==> src/rtl/balanca_pkg.sv <==
// Shared definitions for the scale datapath: tare FSM states and tare limits
// used by both the tare capture unit and the tare-subtraction stage.
package balanca_pkg;

  localparam int unsigned WIDTH_PESO   = 32'd16;
  localparam int unsigned TARA_DEFAULT = 32'd50;
  localparam int unsigned TARA_MAX     = 32'd1000;

  typedef enum logic [1:0] {
    REPOUSO = 2'd0,
    ACUMULA = 2'd1,
    CALCULA = 2'd2
  } estado_tara_t;

endpackage

==> src/rtl/detetor_flanco.sv <==
// One-register rising-edge detector for already synchronised button levels.
module detetor_flanco (
  input  logic clk,
  input  logic rst_n,
  input  logic entrada,
  output logic flanco
);

  logic anterior_r;

  // Previous level of the input, used to spot a low-to-high transition.
  always_ff @(posedge clk or negedge rst_n) begin
    if (!rst_n) begin
      anterior_r <= 1'b0;
    end else begin
      anterior_r <= entrada;
    end
  end

  // Combinational so the capture starts at the same clock edge that sees the press.
  assign flanco = entrada & ~anterior_r;

endmodule

==> src/rtl/captura_tara.sv <==
// Tare acquisition: on a button press averages 2**LOG2_N raw samples and
// latches the mean as the tare value, rejecting means above TARA_MAX.
module captura_tara #(
  parameter int unsigned WIDTH        = balanca_pkg::WIDTH_PESO,
  parameter int unsigned LOG2_N       = 32'd3,
  parameter int unsigned TARA_DEFAULT = balanca_pkg::TARA_DEFAULT,
  parameter int unsigned TARA_MAX     = balanca_pkg::TARA_MAX
) (
  input  logic             clk,
  input  logic             rst_n,
  input  logic [WIDTH-1:0] amostra,
  input  logic             amostra_valida,
  input  logic             botao_tara,
  input  logic             limpar_tara,
  output logic [WIDTH-1:0] tara,
  output logic             tara_atualizada,
  output logic             ocupado,
  output logic             erro_tara
);

  import balanca_pkg::*;

  localparam int unsigned ACC_W = WIDTH + LOG2_N;
  localparam int unsigned CNT_W = LOG2_N + 32'd1;

  localparam logic [CNT_W-1:0] CNT_ULTIMA   = CNT_W'((32'd1 << LOG2_N) - 32'd1);
  localparam logic [CNT_W-1:0] CNT_UM       = CNT_W'(32'd1);
  localparam logic [ACC_W-1:0] TARA_MAX_ACC = ACC_W'(TARA_MAX);
  localparam logic [WIDTH-1:0] TARA_RESET   = WIDTH'(TARA_DEFAULT);

  estado_tara_t     estado_r;
  logic [ACC_W-1:0] acc_r;
  logic [CNT_W-1:0] cnt_r;
  logic [WIDTH-1:0] tara_r;
  logic             tara_atualizada_r;
  logic             ocupado_r;
  logic             erro_tara_r;
  logic             flanco_s;
  logic [ACC_W-1:0] media_s;
  logic             media_ok_s;

  detetor_flanco u_flanco (
    .clk     (clk),
    .rst_n   (rst_n),
    .entrada (botao_tara),
    .flanco  (flanco_s)
  );

  // Mean of the accumulated samples and its range check against TARA_MAX.
  always_comb begin
    media_s    = acc_r >> LOG2_N;
    media_ok_s = (media_s <= TARA_MAX_ACC);
  end

  // Capture FSM with accumulator, sample counter and registered outputs; a clear beats everything.
  always_ff @(posedge clk or negedge rst_n) begin
    if (!rst_n) begin
      estado_r          <= REPOUSO;
      acc_r             <= {ACC_W{1'b0}};
      cnt_r             <= {CNT_W{1'b0}};
      tara_r            <= TARA_RESET;
      tara_atualizada_r <= 1'b0;
      ocupado_r         <= 1'b0;
      erro_tara_r       <= 1'b0;
    end else if (limpar_tara) begin
      estado_r          <= REPOUSO;
      acc_r             <= {ACC_W{1'b0}};
      cnt_r             <= {CNT_W{1'b0}};
      tara_r            <= {WIDTH{1'b0}};
      tara_atualizada_r <= 1'b1;
      ocupado_r         <= 1'b0;
      erro_tara_r       <= 1'b0;
    end else begin
      tara_atualizada_r <= 1'b0;
      case (estado_r)
        REPOUSO: begin
          if (flanco_s) begin
            estado_r  <= ACUMULA;
            acc_r     <= {ACC_W{1'b0}};
            cnt_r     <= {CNT_W{1'b0}};
            ocupado_r <= 1'b1;
          end
        end
        ACUMULA: begin
          if (amostra_valida) begin
            acc_r <= acc_r + ACC_W'(amostra);
            cnt_r <= cnt_r + CNT_UM;
            if (cnt_r == CNT_ULTIMA) begin
              estado_r <= CALCULA;
            end
          end
        end
        CALCULA: begin
          // An out-of-range mean keeps the old tare and only raises the sticky error.
          if (media_ok_s) begin
            tara_r            <= media_s[WIDTH-1:0];
            tara_atualizada_r <= 1'b1;
            erro_tara_r       <= 1'b0;
          end else begin
            erro_tara_r <= 1'b1;
          end
          estado_r  <= REPOUSO;
          ocupado_r <= 1'b0;
        end
        default: begin
          estado_r  <= REPOUSO;
          ocupado_r <= 1'b0;
        end
      endcase
    end
  end

  assign tara            = tara_r;
  assign tara_atualizada = tara_atualizada_r;
  assign ocupado         = ocupado_r;
  assign erro_tara       = erro_tara_r;

endmodule

==> config.mk <==
export PLATFORM = sky130hd
export DESIGN_NAME = captura_tara
export DESIGN_NICKNAME = d
export VERILOG_FILES = /design/src/rtl/balanca_pkg.sv /design/src/rtl/detetor_flanco.sv /design/src/rtl/captura_tara.sv
export SDC_FILE = /design/constraint.sdc
export NUM_CORES = 1
export LEC_CHECK = 0
export CAP_MARGIN = 0
export CELL_PAD_IN_SITES_DETAIL_PLACEMENT = 0
export CELL_PAD_IN_SITES_GLOBAL_PLACEMENT = 1
export CORE_AREA = 3 3 81 83
export DETAILED_ROUTE_END_ITERATION = 10
export DIE_AREA = 0 0 84 86
export GPL_TIMING_DRIVEN = 0
export PLACE_DENSITY = 0.9
export RECOVER_POWER = 50
export SKIP_CTS_REPAIR_TIMING = 1
export SLEW_MARGIN = 40
export SYNTH_ARGS = -nofsm -noshare
export SYNTH_HDL_FRONTEND = slang
export SYNTH_SLANG_ARGS = --single-unit
==> constraint.sdc <==
create_clock -name clk -period 3.8 [get_ports clk]
set_input_delay 0.57 -clock clk [delete_from_list [all_inputs] [get_ports clk]]
set_output_delay 0.57 -clock clk [all_outputs]
set_load 0.005 [all_outputs]
Yosys cells after proc, flatten, opt, wreduce, memory -nomap -nowiden. Index checks and enable logic that the tools add are counted.

Word-level logic and storage cells: 53. Input port bits: 21. Output and inout bits: 19. Bits in registers: 45.

Reduce and logical (&&, ||, !) cells: 8. Muxes and demuxes: 25. Equality and inequality tests: 7. $lt $le $gt $ge: 1. Bitwise operators: 2. $add $sub $neg: 2.

Operators with widths (number): two-way mux 19 bit (3); two-way mux 16 bit (3); case mux 19 bit (2 select lines) (1); adder 19 x 16 -> 19 bit (1); <= comparator 16 x 10 -> 1 bit (second input constant) (1); two-way mux 4 bit (3); inequality test 3 bit (second input constant) (3); two-way mux 1 bit (8); two-way mux 2 bit (4); case mux 4 bit (2 select lines) (1); AND reduction 3 bit (2); adder 4 x 1 -> 4 bit (second input constant) (1); equality test 4 x 3 -> 1 bit (second input constant) (1); case mux 2 bit (2 select lines) (1); AND reduction 2 bit (2); nonzero test 2 bit (2); nonzero test 3 bit (1); equality test 2 x 1 -> 1 bit (second input constant) (1); equality test 2 bit (second input constant) (1); logical NOT 2 bit (1); inequality test 2 bit (second input constant) (1); case mux 1 bit (2 select lines) (1); AND 1 bit (1); inverter 1 bit (1).

Logic depth before layout (Yosys ltp). Gate-level depths: netlist of run 1.

Word-level depth: 5. Depth in mapped cells: 8. Depth with buffers taken out: 8.

Hierarchy. A second synthesis of run 1 with hierarchy kept.

Cell total of the unflattened synthesis: 268. Area total of the unflattened synthesis: 2582.5 µm².

By module, submodules not included: captura_tara (sequential area each 1104.8 µm², instances 1, area an instance 2543.7 µm², cells an instance 266); detetor_flanco (sequential area each 25.0 µm², instances 1, area an instance 38.8 µm², cells an instance 2).

Least setup slack after synthesis of run 1. Ideal clock, no wire load.

Kind: in2reg. From: input amostra[0]. To: register acc_r[16]. Data required time: 3.682 ns. Path buffers: 0. Data arrival time: 2.142 ns. Setup time: 0.118 ns. Stages: 8. Path slack: 1.540 ns. Cells stage by stage: ha_1 > fa_1 > a211oi_2 > o21ai_2 > o21ai_1 > o21ai_2 > nor3b_2 > a21o_1.

Cells in the longest elaborated chain, start to end: 4.

RTL lines: start, declared (RTL line captura_tara.sv:11) `input logic [WIDTH-1:0] amostra,`; adder 19 x 16 -> 19 bit (RTL line captura_tara.sv:86) `acc_r <= acc_r + ACC_W'(amostra);`; two-way mux 19 bit (RTL line captura_tara.sv:85) `if (amostra_valida) begin`; case mux 19 bit (2 select lines) (RTL line captura_tara.sv:75) `case (estado_r)`; two-way mux 19 bit (RTL line captura_tara.sv:65) `end else if (limpar_tara) begin`; end signal, assigned (RTL line captura_tara.sv:67) `acc_r <= {ACC_W{1'b0}};`; end signal, assigned (RTL line captura_tara.sv:79) `acc_r <= {ACC_W{1'b0}};`; end signal, assigned (RTL line captura_tara.sv:86); end, declared (RTL line captura_tara.sv:32) `logic [ACC_W-1:0] acc_r;`.

Every way passes these cells. The select of a mux whose other input is x is not followed. A chain may end at the register's enable or synchronous reset.

Worst setup path in the final report of run 1.
From: input amostra[0]. To: register acc_r[14].

Same word-level chain as after synthesis.

==> results.cfg, run 1 <==
[synthesis]
avgSynthCellArea_um2 = 9.879
synth_xor_area_frac = 0.03639
synth_top_family_by_area = compound AO/OA/AOI/OAI gates
ys_seq_area_frac = 0.4267
synth-main-ff-cell = sky130_fd_sc_hd__dfrtp_1
synth_compound_area_frac = 0.2075
post-synth-top-area-fraction = 0.3970
synth_edf_count = 0
post_synth_inst_count = 268
yosys-top-cells-area = sky130_fd_sc_hd__dfrtp_1 (40%), sky130_fd_sc_hd__ha_1 (8.0%), sky130_fd_sc_hd__mux2i_1 (4.9%)
synthDistinctLibCells = 54
synthAdderAreaFrac = 0.08790
yosys_register_bits = 45
asyncSetResetFlopFracSynth = 1.000
post_synth_design_cell_area_um2 = 2648
synth_simple_gate_area_frac = 0.1749
synth.yosys.warnings = 0
synth.net_count = 307
cell_taking_the_most_area_after_synthesis = sky130_fd_sc_hd__dfrtp_1
synthMuxAreaShare = 0.04915

[sta]
max-slew-margin-rel = 0.1147
clock_skew_ns = 0.006520
slew_viol_final = 0
timing.setup.tns_ns = 0
setup_repair_after_global_routing_missed_its_margin = no
max_freq_ghz = 0.3837
setup_ws_ns = 1.194
worst_pin_slew_ns = 1.328
setup_violations = 0
final.period_utilization = 0.6858
finalHoldViolCount = 0
min_period_ns = 2.606

[grt]
vias_in_the_first_global_route = 2170
grt-ovfl-total = 0
grt_start_max_net_pins = 25
grt_util_all_layers = 0.1752
number_of_antenna_violations_at_the_first_check_in_global_routing = 0
grt_first_pass_wirelength_um = 10350

[setup_path]
cp-start-kind = input port
crit_path_max_fanout = 3
required_time_of_the_critical_path_ns = 3.98
timing.critical_path.buf_inv = 1
critical_path.top_delay_family = compound AO/OA/AOI/OAI gates
crit_slowest_cell = sky130_fd_sc_hd__fa_1
arrival_ns = 2.79
cpPeakStageDelay_ns = 0.44
worstPathCellList = clkdlybuf4s50_1 -> ha_1 -> fa_1 -> a211oi_2 -> o21ai_2 -> a31oi_1 -> a31oi_1 -> xnor2_1 -> o21ai_1
worst-setup-path-type = in2reg
timing.critical_path.to_type = register
crit_top_cell = sky130_fd_sc_hd__a31oi_1

[placed_design]
gp_congestion = 0.8680
io_buffer_count = 39
dp_slack_ns = 0.8913
dp_cells = 383
dp.final_hpwl_um = 4485
placedInstanceArea_um2 = 3149

[power_and_ir_drop]
post-layout-total-power_w = 0.0009541
power_density_nw_per_um2 = 296.5
worst_ir_drop_vdd_mv = 0.1450
lkg_pwr_nw = 1.572

[clock_tree]
insertion_delay_ns = 0.30
clock_path_buffers = 2
clk_transition_reported_paths_ns = 0.09
cts_num_sinks = 45
ctsHtreeMaxLevel = 2
cts.root.buffer_cell = sky130_fd_sc_hd__clkbuf_8
tritoncts = done
cts_made_buffers = 5

[detailed_routing]
top_layer = met4
detail_route.drc_violations = 0
drt_first_iter_violations = 147
drtPass1Iterations = 4
totalWireLength_um = 5913
average_wire_per_cell_in_the_routed_design_um = 15.12
ant_nets = 0
dr_wl_met2_um = 2793
vias_per_cell = 5.471
detailroute.via_count = 2139
wirelength_met1_um = 2897
dr_wl_met3_um = 177

[cells_and_area]
n_fill_cell = 545
multi_input_comb_area_um2 = 1466
num_antenna_cells = 0
final_cells = 391
area_growth_pct = 21.55
post-route-cell-area_um2 = 3218
count_of_nets_after_finishing = 354
layout.cells.most_common_list = sky130_fd_sc_hd__dfrtp_1 (42), sky130_fd_sc_hd__clkdlybuf4s50_1 (32), sky130_fd_sc_hd__nand2_1 (30)
area.sequential_um2 = 1130
most_common_cell_after_layout_fill_and_taps_aside = sky130_fd_sc_hd__dfrtp_1
final_layout_size_suffix_gt1_frac = 0.1076

[status]
status = finished clean

[floorplan]
core_region_area_um2 = 5921
die_width_um = 84
num_rows = 28
die_h_um = 86
boundaryPins = 40
die-area_um2 = 7224
initial_utilization = 0.4472

[min_path]
worst_hold_path_type = in2async

[job]
drv_cap = 0
where the power goes:
group	switching, W	total, W	internal (W)
registers	0.00000799	0.000495	0.000487
clock network	0.000185	0.000318	0.000133
logic	0.0000807	0.000141	0.0000607
synth_stat cells, drive strengths merged, types with 3 or more instances:
master / count
o21a: 5
nand2: 31
mux2i: 13
nor2b: 3
a22o: 3
and3: 5
nor3b: 3
a31oi: 3
nor2: 25
o31ai: 3
a21oi: 15
dfrtp: 42
a21o: 8
xor2: 7
and2: 9
buf: 6
ha: 17
nand3: 4
clkbuf: 3
nand4: 6
dfstp: 3
o21ai: 25
xnor2: 4
kinds of logic after synthesis:
group,Yosys count
DFF,45
and+or+nand+nor,93
xor gates and xnor gates,11
AOI/OAI and AO/OA,78
adders and majority gates,18
buffers and inverters,10
muxes,13
sequential cells by signal, summed over array words and instances, names as in the netlist:
| name | cells |
|---|---|
| ocupado | 1 |
| tara | 16 |
| estado_r | 2 |
| erro_tara | 1 |
| acc_r | 19 |
| cnt_r | 4 |
| u_flanco.anterior_r | 1 |
| tara_atualizada | 1 |
metrics by stage:
stage,hold slack (ns),utilization
after floorplan,0.2744,-
after global placement,0.4605,0.5290
after detailed placement,0.4702,0.5319
after CTS,0.1432,0.5478
after global routing,0.5088,0.5435
final,0.4633,0.5435
cell type report:
type | count | area share
multi-input cells | 213 | 0.4557
flip-flops and latches | 45 | 0.3511
repair buffers | 40 | 0.1205
well taps | 75 | 0.02916
clock buffers | 5 | 0.02138
plain buffers | 9 | 0.01322
clock inverters | 3 | 0.007776
inverters | 1 | 0.001166
path summary, 6_finish.rpt:
path	startpoint	end	slack, ns	depth (start not counted)
worst min-delay path	rst_n	acc_r[12]$_DFFE_PN0P_	0.46	1
min in group clk	acc_r[2]$_DFFE_PN0P_	acc_r[2]$_DFFE_PN0P_	0.49	2
worst max register to register	acc_r[0]$_DFFE_PN0P_	acc_r[14]$_DFFE_PN0P_	1.51	8
worst max-delay path	amostra[0]	acc_r[14]$_DFFE_PN0P_	1.19	9
max in group asynchronous	rst_n	acc_r[0]$_DFFE_PN0P_	1.55	2
worst min register to register	acc_r[2]$_DFFE_PN0P_	acc_r[2]$_DFFE_PN0P_	0.49	2
layer usage:
metal	vias up	GRT usage
met3	5	0.02882
met2	33	0.2878
met4	0	0.04240
li1	1063	-
met5	-	0
met1	1038	0.2435
Note: power is estimated with default switching activity, not from simulation.
==> run 2: changes to the inputs <==
Settings changed: CORE_AREA 3 3 81 83 to 3 3 88 90, DIE_AREA 0 0 84 86 to 0 0 91 93, PLACE_DENSITY 0.9 to 0.82.
Clock period 3.8 ns to 2.3 ns, I/O delays scaled along.
==> run 2 against run 1 <==
  * Combinational power rose by 70%
  * Total power is 64% higher
  * Utilization fell by 8.2 points
  * Worst hold slack gained 0.014 ns
  * Critical path type unchanged
  * Clock power grew 60%
  * Sequential cell count is the same
  * Die area increased by 17%
  * Worst setup slack got worse by 1.1 ns
==> results.cfg, run 2 (synthesis gave the netlist of run 1 again) <==
[status]
status = finished clean

[detailed_routing]
totalWireLength_um = 5838
detail_route.drc_violations = 0
vias_per_cell = 5.154
average_wire_per_cell_in_the_routed_design_um = 14.03
drt_first_iter_violations = 67
detailroute.via_count = 2144
ant_nets = 0
drtPass1Iterations = 4

[grt]
grt_start_max_net_pins = 35
grt_first_pass_wirelength_um = 9977
vias_in_the_first_global_route = 2070
number_of_antenna_violations_at_the_first_check_in_global_routing = 0
grt-ovfl-total = 0
grt_util_all_layers = 0.1451

[min_path]
holdPathStages = 1
worst_hold_path_type = reg2reg

[clock_tree]
clock_path_buffers = 2
cts.root.buffer_cell = sky130_fd_sc_hd__clkbuf_8
ctsHtreeMaxLevel = 2
clk_transition_reported_paths_ns = 0.09
cts_made_buffers = 5
tritoncts = done
insertion_delay_ns = 0.30
cts_num_sinks = 45

[sta]
slew_viol_final = 0
setup_violations = 0
finalHoldViolCount = 0
timing.setup.tns_ns = 0
min_period_ns = 2.204
clock_skew_ns = 0.006009
max_freq_ghz = 0.4538
setup_repair_after_global_routing_missed_its_margin = no
final.period_utilization = 0.9580
worst_pin_slew_ns = 0.8042
max-slew-margin-rel = 0.4638

[cells_and_area]
regMostFlops = acc_r
finish.utilization = 0.4611
most_common_cell_after_layout_fill_and_taps_aside = sky130_fd_sc_hd__dfrtp_1
num_antenna_cells = 0
final_cells = 416
count_of_nets_after_finishing = 355
layout.cells.most_common_list = sky130_fd_sc_hd__dfrtp_1 (42), sky130_fd_sc_hd__clkdlybuf4s50_1 (31), sky130_fd_sc_hd__nand2_1 (30)
largest_register_ff_count = 19
final_layout_size_suffix_gt1_frac = 0.1230
post-route-cell-area_um2 = 3291
area_growth_pct = 24.29

[placed_design]
dp.final_hpwl_um = 4593
io_buffer_count = 39
gp_congestion = 0.9121
dp_cells = 407
placedInstanceArea_um2 = 3179

[setup_path]
crit_path_max_fanout = 3
timing.critical_path.to_type = register
worst_reg2reg_path_length_in_cells = 8
arrival_ns = 2.40
cp-start-kind = input port
required_time_of_the_critical_path_ns = 2.50
worst-setup-path-type = in2reg

[power_and_ir_drop]
lkg_pwr_nw = 1.586
power_density_nw_per_um2 = 475.9
worst_ir_drop_vdd_mv = 0.2409

[floorplan]
boundaryPins = 40
initial_utilization = 0.3710
die_width_um = 91
die_h_um = 93
die-area_um2 = 8463
num_rows = 31
core_region_area_um2 = 7137

[job]
drv_cap = 0
run 2: critical path, stage by stage:
cell and delay [ns]:
sky130_fd_sc_hd__clkdlybuf4s50_1 0.41, sky130_fd_sc_hd__ha_1 0.23, sky130_fd_sc_hd__fa_2 0.39, sky130_fd_sc_hd__a211oi_4 0.28
sky130_fd_sc_hd__o21ai_2 0.15, sky130_fd_sc_hd__o21ai_2 0.20, sky130_fd_sc_hd__o21ai_2 0.09, sky130_fd_sc_hd__nor3b_2 0.16
sky130_fd_sc_hd__a21o_1 0.16
run 2: cell type report:
cell class	instances	area (um2)
plain buffers	9	42.54
inverters	1	3.754
multi-input cells	213	1501
well taps	99	123.9
repair buffers	41	399.1
clock buffers	5	68.82
clock inverters	3	21.27
fillers	733	3846
flip-flops and latches	45	1130
run 2: power breakdown:
group	total, W	internal, W	switching [W]
clock	0.000509	0.000216	0.000293
combinational	0.000240	0.000103	0.000137
sequential	0.000818	0.000805	0.0000127
total	0.00157	0.00112	0.000442
run 2: stage by stage:
step	hold WS [ns]	power (W)	worst slack, ns
2_1_floorplan	0.04941	0.0009741	0.2557
3_3_place_gp	0.4613	0.001067	-0.4101
3_5_place_dp	0.2045	0.001075	-0.4038
4_1_cts	-0.1399	0.001594	-0.08081
5_1_grt	0.4993	0.001650	0.01909
6_report	0.4777	0.001566	0.09650
run 2: per-layer routing:
layer | global-route usage | wire length (um) | up-vias
li1 | - | - | 1066
met2 | 0.2361 | 2791 | 31
met5 | 0 | 0 | -
met1 | 0.1945 | 2808 | 1040
met4 | 0.04523 | 68 | 0
met3 | 0.02977 | 170 | 7
run 2: path summary, 6_finish.rpt:
path                                 startpoint                    end  slack, ns
setup / recovery                     amostra[0]  acc_r[16]$_DFFE_PN0P_        0.1
hold / removal             cnt_r[3]$_DFFE_PN0P_   cnt_r[3]$_DFFE_PN0P_       0.48
setup reg to reg           acc_r[0]$_DFFE_PN0P_  acc_r[16]$_DFFE_PN0P_       0.17
hold reg to reg            cnt_r[3]$_DFFE_PN0P_   cnt_r[3]$_DFFE_PN0P_       0.48
max in group asynchronous                 rst_n   acc_r[2]$_DFFE_PN0P_       0.48
min in group asynchronous                 rst_n   acc_r[9]$_DFFE_PN0P_       0.59
